[config.mk]
export PLATFORM = sky130hd
export DESIGN_NAME = clk_gate_ctrl
export DESIGN_NICKNAME = d
export VERILOG_FILES = /design/src/rtl/clk_gate_ctrl_pkg.sv /design/src/rtl/clk_gate_ctrl.sv
export SDC_FILE = /design/constraint.sdc
export NUM_CORES = 1
export LEC_CHECK = 0
export CORE_UTILIZATION = 45
export CTS_BUF_LIST = sky130_fd_sc_hd__clkbuf_8
export DETAILED_ROUTE_END_ITERATION = 10
export GPL_ROUTABILITY_DRIVEN = 1
export GPL_TIMING_DRIVEN = 1
export PLACE_DENSITY = 0.7
export SYNTH_ARGS = -nofsm -noshare
export SYNTH_HDL_FRONTEND = slang
export SYNTH_SLANG_ARGS = --single-unit
[constraint.sdc]
create_clock -name clk_i -period 2.8 [get_ports clk_i]
set_clock_uncertainty 0.1 [all_clocks]
set_input_delay 0.42 -clock clk_i [delete_from_list [all_inputs] [get_ports clk_i]]
set_output_delay 0.42 -clock clk_i [all_outputs]
set_load 0.01 [all_outputs]
[src/rtl/clk_gate_ctrl_pkg.sv]
// Shared types and constants for the clock-gate controller.
package clk_gate_ctrl_pkg;

    // FSM states; the encoding is also the externally visible state_o value.
    typedef enum logic [1:0] {
        OFF  = 2'd0,
        WAKE = 2'd1,
        ON   = 2'd2,
        IDLE = 2'd3
    } cgc_state_e;

    localparam logic [1:0] ST_OFF  = 2'd0;
    localparam logic [1:0] ST_WAKE = 2'd1;
    localparam logic [1:0] ST_ON   = 2'd2;
    localparam logic [1:0] ST_IDLE = 2'd3;

    // Every state except OFF drives the clock gate enable high.
    function automatic logic cgc_clocked(input cgc_state_e s);
        return (s != OFF);
    endfunction

endpackage

[src/rtl/clk_gate_ctrl.sv]
// Idle-driven clock gate enable controller with a req/ack clock request
// handshake. Runs on the free-running clock; clk_en_o feeds the en input
// of a latch-based clock gate in the parent.
module clk_gate_ctrl
    import clk_gate_ctrl_pkg::*;
#(
    parameter int IDLE_CNT_W  = 8,
    parameter int WAKE_CYCLES = 2,
    parameter int RST_CLK_ON  = 1,
    parameter int GATE_CNT_W  = 16
) (
    input  logic                  clk_i,
    input  logic                  rst_i,
    input  logic                  auto_gate_en_i,
    input  logic                  force_on_i,
    input  logic [IDLE_CNT_W-1:0] idle_thr_i,
    input  logic                  busy_i,
    input  logic                  req_i,
    output logic                  ack_o,
    output logic                  clk_en_o,
    output logic [1:0]            state_o,
    output logic [GATE_CNT_W-1:0] gate_cnt_o
);

    // Wake counter only needs to reach WAKE_CYCLES-1.
    localparam int WAKE_W = (WAKE_CYCLES > 1) ? $clog2(WAKE_CYCLES) : 1;
    localparam logic [WAKE_W-1:0] WAKE_LAST =
        WAKE_W'((WAKE_CYCLES > 0) ? (WAKE_CYCLES - 1) : 0);
    localparam cgc_state_e RST_STATE = (RST_CLK_ON != 0) ? ON : OFF;
    localparam logic       RST_EN    = (RST_CLK_ON != 0);

    cgc_state_e            state_q, state_nxt;
    logic [IDLE_CNT_W-1:0] idle_cnt_q, idle_cnt_nxt;
    logic [IDLE_CNT_W-1:0] thr_q, thr_nxt;
    logic [WAKE_W-1:0]     wake_cnt_q, wake_cnt_nxt;
    logic [GATE_CNT_W-1:0] gate_cnt_q, gate_cnt_nxt;
    logic                  wake;

    // Any reason to keep or bring back the clock.
    assign wake = req_i | busy_i | force_on_i | ~auto_gate_en_i;

    // Next-state and counter update logic.
    always_comb begin
        state_nxt    = state_q;
        idle_cnt_nxt = idle_cnt_q;
        thr_nxt      = thr_q;
        wake_cnt_nxt = wake_cnt_q;
        gate_cnt_nxt = gate_cnt_q;
        case (state_q)
            OFF: begin
                wake_cnt_nxt = '0;
                if (wake) begin
                    state_nxt = (WAKE_CYCLES == 0) ? ON : WAKE;
                end
            end
            WAKE: begin
                // Settling always runs to completion, even if wake drops.
                if (wake_cnt_q == WAKE_LAST) begin
                    state_nxt    = ON;
                    wake_cnt_nxt = '0;
                end else begin
                    wake_cnt_nxt = wake_cnt_q + 1'b1;
                end
            end
            ON: begin
                if (!wake) begin
                    state_nxt    = IDLE;
                    idle_cnt_nxt = '0;
                    // Threshold is frozen for the whole idle episode.
                    thr_nxt      = idle_thr_i;
                end
            end
            IDLE: begin
                // Wake has priority over a threshold hit in the same cycle.
                if (wake) begin
                    state_nxt = ON;
                end else if (idle_cnt_q == thr_q) begin
                    state_nxt = OFF;
                    if (gate_cnt_q != '1) begin
                        gate_cnt_nxt = gate_cnt_q + 1'b1;
                    end
                end else begin
                    idle_cnt_nxt = idle_cnt_q + 1'b1;
                end
            end
            default: state_nxt = RST_STATE;
        endcase
    end

    // State, counters and next-state-derived registered outputs.
    always_ff @(posedge clk_i) begin
        if (rst_i) begin
            state_q    <= RST_STATE;
            idle_cnt_q <= '0;
            thr_q      <= '0;
            wake_cnt_q <= '0;
            gate_cnt_q <= '0;
            clk_en_o   <= RST_EN;
            ack_o      <= 1'b0;
        end else begin
            state_q    <= state_nxt;
            idle_cnt_q <= idle_cnt_nxt;
            thr_q      <= thr_nxt;
            wake_cnt_q <= wake_cnt_nxt;
            gate_cnt_q <= gate_cnt_nxt;
            clk_en_o   <= cgc_clocked(state_nxt);
            ack_o      <= req_i & (state_nxt == ON);
        end
    end

    assign state_o    = state_q;
    assign gate_cnt_o = gate_cnt_q;

endmodule

# --- After elaboration in Yosys (flattened, before gate mapping) ---
# Cells that the tools add are included.
word_totals:
  elab_cells: 44
  regBits: 37
  out_inout_bits: 20
op_classes:
  n_mux: 12
  n_bitwise: 6
  addsub: 3
  n_reduce_logical: 7
  eq_ne: 9
op_table:
  columns: ["op", "n"]
  rows:
  - ["$mux 8", 3]
  - ["$add 16x1->16 const B", 1]
  - ["$ne 16x16->1 const B", 1]
  - ["$pmux 8 s2", 1]
  - ["$mux 2", 5]
  - ["$add 8x1->8 const B", 1]
  - ["$eq 8x8->1", 1]
  - ["$pmux 2 s4", 1]
  - ["$reduce_and 4->1", 2]
  - ["$eq 2x2->1 const B", 3]
  - ["$ne 2x2->1 const B", 3]
  - ["$reduce_bool 2->1", 3]
  - ["$or 1x1->1", 3]
  - ["$eq 2x1->1 const B", 1]
  - ["$logic_not 2->1", 1]
  - ["$not 1->1", 2]
  - ["$pmux 1 s2", 1]
  - ["$reduce_and 2->1", 1]
  - ["$add 1x1->1 const B", 1]
  - ["$and 1x1->1", 1]
  - ["$mux 1", 1]

# --- Logic depth before layout (Yosys ltp) ---
# Gate-level depths: netlist of the first run.
depth:
  depth_word: 7
  mapped_depth: 8

# --- Worst setup path before layout of the first run ---
# No wires, ideal clock.
synth_path:
  path_type: "input to register"
  start: "input port busy_i"
  end: "register gate_cnt_q[6] (netlist: gate_cnt_o[6])"
  setup_slack_ns: 0.564
  path_stages: 6
  required_ns: 2.579
  t_arrival_ns: 2.016
  path_cell_list: "nor4b_4 -> nand2_1 -> or4_4 -> buf_6 -> nor4_1 -> mux2_2"
synth_between:
  elab_chain_cells: 5
synth_lines:
  columns: ["element", "line_no", "rtl"]
  rows:
  - ["from (decl)", "clk_gate_ctrl.sv:17", "input logic busy_i,"]
  - ["$or 1x1->1 (3 in series)", "clk_gate_ctrl.sv:40", "assign wake = req_i | busy_i | force_on_i | ~auto_gate_en_i;"]
  - ["$not 1->1 (no source line)", null, null]
  - ["$reduce_and 4->1 (no source line)", null, null]
  - ["to (signal assigned)", "clk_gate_ctrl.sv:105", "gate_cnt_q <= gate_cnt_nxt;"]
  - ["to (decl)", "clk_gate_ctrl.sv:36", "logic [GATE_CNT_W-1:0] gate_cnt_q, gate_cnt_nxt;"]
# No other way between the ends.
# A chain may end at the register's enable or synchronous reset.

# --- Final worst setup path of the first run ---
layout_path:
  start: "input port busy_i"
  end: "register gate_cnt_q[9] (netlist: gate_cnt_o[9])"
# The elaborated chain is that of the path after synthesis.

==> results of run 1 <==
==> layout by cell type, fill, tap and decap left out, types with 3 or more instances in the layout <==
master and count:
dfxtp_1 37, clkdlybuf4s50_1 33, a21oi_1 22, nor2_1 18, nand2_1 17, or3_1 13
o21ai_0 13, nand3_1 9, xnor2_1 8, mux2i_1 8, nand4_1 7, buf_4 7
o31ai_1 6, clkbuf_8 6, or4_1 5, inv_1 5, nor2b_1 4, mux2_2 3
==> power by group <==
group	internal (W)	switching, W	total (W)
combinational	0.0000300	0.0000240	0.0000540
clock	0.000289	0.000188	0.000478
sequential	0.000529	0.00000275	0.000532
==> cell families (layout without fill, tap and decap cells) <==
family,count (synthesis),after routing
and+or+nand+nor,89,89
AOI/OAI and AO/OA,48,48
DFF,37,37
buffers and inverters,16,53
muxes,11,11
xor gates and xnor gates,9,9
adders and majority gates,2,2
==> sequential cells by signal, summed over array words and instances (netlist names) <==
register / count
clk_en_o: 1
wake_cnt_q: 1
ack_o: 1
gate_cnt_o: 16
idle_cnt_q: 8
state_o: 2
thr_q: 8
==> layer usage <==
layer	routed length [um]	share of wire [%]	global-route usage, %	vias to the layer above
met3	170	4.4	4.861	10
met5	0	0	0	-
met4	67	1.7	8.967	0
met2	1685	44	32.09	36
li1	-	-	-	840
met1	1950	50	26.16	766
==> final cells by class <==
type / count / share of cell area, %
clock buffers: 6 / 3.558
clock inverters: 2 / 1.617
inverters: 5 / 0.8086
multi-input cells: 159 / 43.02
flip-flops and latches: 37 / 31.91
well taps: 48 / 2.588
repair buffers: 40 / 16.50
==> worst max-delay path, cell delays in order <==
cell and delay [ps]:
clkdlybuf4s50_1 450, nor4b_4 330, nand2_1 120, or4_4 660, or4_1 500, a21oi_1 140
==> stage by stage <==
stage	TNS [ps]	instance area, um^2	utilization, %
after floorplan	0	1812	-
after global placement	0	2201	58.36
after detailed placement	-10.29	2201	58.36
after CTS	0	2321	61.55
after global routing	0	2321	61.55
final	0	2321	61.55
==> worst paths after layout <==
check	endpoint	slack, ps
setup / recovery	gate_cnt_o[9]	290
hold / removal	wake_cnt_q	380
setup reg to reg	gate_cnt_o[5]	520
hold reg to reg	wake_cnt_q	380
==> summary.txt, run 1 <==
Worst hold path
  • Hold path startpoint: wake_cnt_q
  • Worst Hold Class: reg -> reg
  • Worst hold stages: 2

GRT
  • Largest net degree at the start of global routing: 25
  • Vias in the first global route: 1558
  • Total gr overflow: 0
  • First-pass GRT wire length: 6.672 mm
  • Initial antenna violation count: 0
  • Overall Global Routing Usage: 20.32%

Drt
  • Post-route ant nets: 0
  • Final WL: 3.872 mm
  • WL per Instance: 13.04 um
  • Iter 0 DRT Violations: 93
  • Drt drc: 0
  • Vias: 1652
  • DR pass1 iterations: 4
  • Vias per std cell: 5.562

Cells and area
  • Area of the multi-input gates: 998.5 um^2
  • Area Overhead vs Synth: 28.11%
  • Nets: 264
  • Non-Filler Instances: 297
  • # fillers: 343
  • Share of cells above drive strength 1: 8.032%
  • ANT cells: 0
  • Register area: 740.7 um^2

Floorplan
  • Die ar.: 4284 um^2
  • Initial Utilization: 48.04%
  • Core Rows: 22
  • Die Span X: 65.45 um
  • Die Height: 65.45 um
  • IO Count: 34
  • Core box area: 3771 um^2

Synth
  • Mux cell area share after synthesis: 6.285%
  • Top-count cell post-synth: dfxtp_1
  • Top cells by count, synth: dfxtp_1 (37), a21oi_1 (22), nor2_1 (18)
  • Async set or reset register ratio after synthesis: 0%
  • Prevailing post-synth register cell: dfxtp_1
  • Seq cells post-synth: 37
  • Synth warn: 0
  • Adder-Cell Fraction of Synth Area: 1.381%
  • Synth Instances: 212
  • Yosys top cell area share: 40.88%
  • Register area share after synthesis: 40.88%
  • Syn nets: 228
  • Synth Cell Area: 1812 um^2
  • Number of synthesized flops with an enable pin: 0
  • Post-synthesis xor/xnor area fraction: 4.351%
  • Synth Area in Compound Gates: 15.54%
  • Main combinational cell family by area after synthesis: simple AND/OR/NAND/NOR gates
  • Leading area contributor after synthesis: dfxtp_1
  • Dominant cells by area after synthesis: dfxtp_1 (41%), a21oi_1 (6.1%), or3_1 (4.5%)
  • Simple-Gate Fraction of Synth Area: 27.56%
  • Syn avg cell area: 8.546 um^2
  • Distinct cells, synth: 39

Clocking
  • Hold-fix buffers, CTS: 0
  • Skew-Pair Late Insertion Delay: 290 ps
  • Post-CTS Repair Setup Buffers: 0
  • Clock Root Buffer: clkbuf_8
  • CTS Buf Count: 5
  • Longest Clk Path Bufs: 2
  • Sink Count: 37
  • Worst-path clk slew: 70 ps
  • CTS tree: done
  • Post_cts resized: 0
  • H-Tree Depth: 2

Timing
  • Hold WS: 376.7 ps
  • Slew Viols, Final: 0
  • Setup violators final: 0
  • Fmax: 0.3989 GHz
  • Fin. Hold Viols: 0
  • Final WS setup: 292.8 ps
  • Worst Tran Pin Value: 730.0 ps
  • Fin crit share: 89.54%
  • Rel. slew slack: 50.92%
  • RSZ-0062 raised after global routing: no
  • Final min period: 2507 ps

Run status
  • Outcome: finished clean

Job
  • Max Cap Violations: 0

Pwr
  • Worst ir drop on vdd: 328.9 uV
  • Tot Pwr: 0.001064 W
  • Pleak: 0.8283 nW
  • Cell Pwr Density: 458.3 nW/um^2

Critical path
  • Worst Path Arrival: 2630 ps
  • Critical-path maximum fanout: 24
  • Crit path kind: in -> reg
  • Reg2Reg Depth: 7
  • Setup crit end kind: register
  • Crit path launch type: primary input
  • Reg2reg start: gate_cnt_o[0]
  • Worst EP required: 2920 ps
  • Crit path launch: busy_i

Place
  • Placed insts: 289
  • DPL Wire Length: 2.649 mm
  • Gp weighted congestion: 0.7814
  • # port buffers: 33
  • Place WS: -10.29 ps
Note: power is estimated with default switching activity, not from simulation.
==> run 2, diff against run 1 <==
--- a/config.mk
+++ b/config.mk
@@ -9,7 +9,7 @@
 export CTS_BUF_LIST = sky130_fd_sc_hd__clkbuf_8
 export DETAILED_ROUTE_END_ITERATION = 10
 export GPL_ROUTABILITY_DRIVEN = 1
-export GPL_TIMING_DRIVEN = 1
+export GPL_TIMING_DRIVEN = 0
 export PLACE_DENSITY = 0.7
 export SYNTH_ARGS = -nofsm -noshare
 export SYNTH_HDL_FRONTEND = slang
==> run 2 against run 1 <==
First-iteration DRC count grew 35%. Sequential power barely moved. Critical path type unchanged. Final cell count increased by 1.0%. Cell area shrank 1.6%. Critical path depth increased by 1. Clock-buffer cell count fell by 1. Largest power group unchanged.
==> summary.txt, run 2 (synthesis gave the netlist of run 1 again) <==
Floorplan
  • IO Count: 34 (unchanged)
  • Die Height: 65.45 um (unchanged)
  • Die ar.: 4284 um^2 (unchanged)
  • Core Rows: 22 (unchanged)
  • Initial Utilization: 48.04% (unchanged)
  • Core box area: 3771 um^2 (unchanged)
  • Die Span X: 65.45 um (unchanged)

Cells and area
  • Most common cell after layout, fill and taps aside: dfxtp_1
  • Final core utilization: 60.58% (-0.96 points)
  • Max reg flops: 16 (unchanged)
  • Nets: 267 (+1.1%)
  • Most frequent cells in the layout: dfxtp_1 (37), clkdlybuf4s50_1 (32), a21oi_1 (22)
  • Area Overhead vs Synth: 26.10%
  • Share of cells above drive strength 1: 7.540% (-0.49 points)
  • # fillers: 353 (+2.9%)
  • ANT cells: 0 (unchanged)

Pwr
  • P_int: 0.0007281 W (-14%)
  • Clock power share: 38.7% (-6.2 points)
  • Cell Pwr Density: 417.5 nW/um^2 (-8.9%)
  • Pleak: 0.8069 nW (-2.6%)
  • Psw: 0.0002258 W (+5.1%)
  • Combinational share of power: 5.5% (+0.4 points)
  • Worst ir drop on vdd: 286.1 uV (-13%)
  • Switching share of power: 23.67% (+3.5 points)
  • Tot Pwr: 0.0009539 W (-10%)
  • Sequential share of power: 55.8% (+5.8 points)

Critical path
  • Slowest Stage Delay on Critical Path: 580 ps (-80 ps)
  • Worst Path Arrival: 2670 ps (+40 ps)
  • Setup crit end kind: register
  • Crit path launch type: primary input
  • Critical Path, Cell by Cell: clkdlybuf4s50_1 > nor4b_4 > nand2_1 > or4_4 > buf_6 > nor4_1 > mux2_2
  • Worst EP required: 2890 ps (-30 ps)
  • Crit path kind: in -> reg
  • Critical-path top delay cell: or4_4
  • Critical-path maximum fanout: 10 (-58%)

Timing
  • Final min period: 2581 ps (+74.08 ps)
  • Setup violators final: 0 (unchanged)
  • Rel. slew slack: 52.80% (+1.9 points)
  • Fin Setup TNS: 0 ps (unchanged)
  • Fin. Hold Viols: 0 (unchanged)
  • Fmax: 0.3874 GHz (-2.9%)
  • Slew Viols, Final: 0 (unchanged)
  • Final WS setup: 218.7 ps (-74.08 ps)
  • RSZ-0062 raised after global routing: no
  • Worst Tran Pin Value: 702.2 ps (-27.82 ps)
  • Fin crit share: 92.19% (+2.6 points)

Drt
  • Vias: 1672 (+1.2%)
  • Iter 0 DRT Violations: 126 (+35%)
  • WL per Instance: 13.77 um (+5.6%)
  • Vias per std cell: 5.573 (+0.20%)
  • Post-route ant nets: 0 (unchanged)
  • Drt drc: 0 (unchanged)
  • DR pass1 iterations: 4 (unchanged)
  • Final WL: 4.132 mm (+6.7%)

Clocking
  • H-Tree Depth: 2 (unchanged)
  • CTS tree: done
  • Clock Root Buffer: clkbuf_8
  • Skew-Pair Late Insertion Delay: 300 ps (about the same)
  • Longest Clk Path Bufs: 2 (unchanged)
  • Worst-path clk slew: 80 ps (about the same)
  • Sink Count: 37 (unchanged)
  • CTS Buf Count: 5 (unchanged)

Place
  • Gp weighted congestion: 0.8293 (+6.1%)
  • Place WS: -217.0 ps (-206.7 ps)
  • DPL Wire Length: 2.905 mm (+9.7%)
  • # port buffers: 32 (-3.0%)

GRT
  • Largest net degree at the start of global routing: 13 (-48%)
  • Initial antenna violation count: 0 (unchanged)
  • Overall Global Routing Usage: 22.07% (+1.7 points)
  • Vias in the first global route: 1531 (-1.7%)
  • Total gr overflow: 0 (unchanged)
  • First-pass GRT wire length: 7.176 mm (+7.6%)

Worst hold path
  • Worst Hold Class: reg -> reg

Run status
  • Outcome: finished clean

Job
  • Max Cap Violations: 0 (unchanged)
run 2: worst paths after layout:
check,start,to,slack (ps),depth (start not counted)
setup / recovery,busy_i,gate_cnt_o[6],220,7
hold / removal,wake_cnt_q,wake_cnt_q,380,2
setup reg to reg,gate_cnt_o[0],gate_cnt_o[6],420,7
hold reg to reg,wake_cnt_q,wake_cnt_q,380,2
run 2: through the flow:
step / cell area, um^2 / instances / hold slack [ps]
6_report: 2285 / 300 / 376.8
5_1_grt: 2285 / 300 / 409.6
4_1_cts: 2278 / 300 / 378.6
3_5_place_dp: 2192 / 292 / 368.7
3_3_place_gp: 2192 / 292 / 360.2
2_1_floorplan: 1812 / 212 / 350.1
run 2: critical path, delay by kind of cell:
kind | cells | cell delay (ps)
AND/OR/NAND/NOR | 4 | 1270
multiplexers | 1 | 370
buffers and inverters | 2 | 610
run 2: power groups by stage:
stage                     registers (W)  clock network [W]  logic [W]
after detailed placement       0.000544                  0  0.0000521
after CTS                      0.000532           0.000376  0.0000524
after global routing           0.000532           0.000406  0.0000579
after floorplan                0.000544                  0  0.0000239
final                          0.000532           0.000369  0.0000525
after global placement         0.000544                  0  0.0000517
run 2: area by class of cell:
type / count / area, um^2 / share of cell area [%]
timing repair buffer: 32 / 320.3 / 14.02
clock buffer: 5 / 68.82 / 3.012
sequential: 37 / 740.7 / 32.42
multi-input combinational: 159 / 1005 / 43.98
inverter: 5 / 18.77 / 0.8215
tap: 48 / 60.06 / 2.629
buffer: 11 / 53.80 / 2.355
clock inverter: 3 / 17.52 / 0.7667
run 2: layer usage:
metal | vias up | global-route usage [%] | routed length, um | share of wire (%)
met5 | - | 0 | 0 | 0
met4 | 0 | 9.239 | 74 | 1.8
met3 | 7 | 5.035 | 182 | 4.4
met2 | 40 | 31.96 | 1728 | 42
met1 | 773 | 31.09 | 2148 | 52
li1 | 852 | - | - | -
run 2: what timing repair did:
item / 4_1_cts / 5_1_grt
hold buffers: 0 / 0
endpoints found under the setup margin: 0 / 2
buffers inserted: 0 / 0
resized for setup: 0 / 1
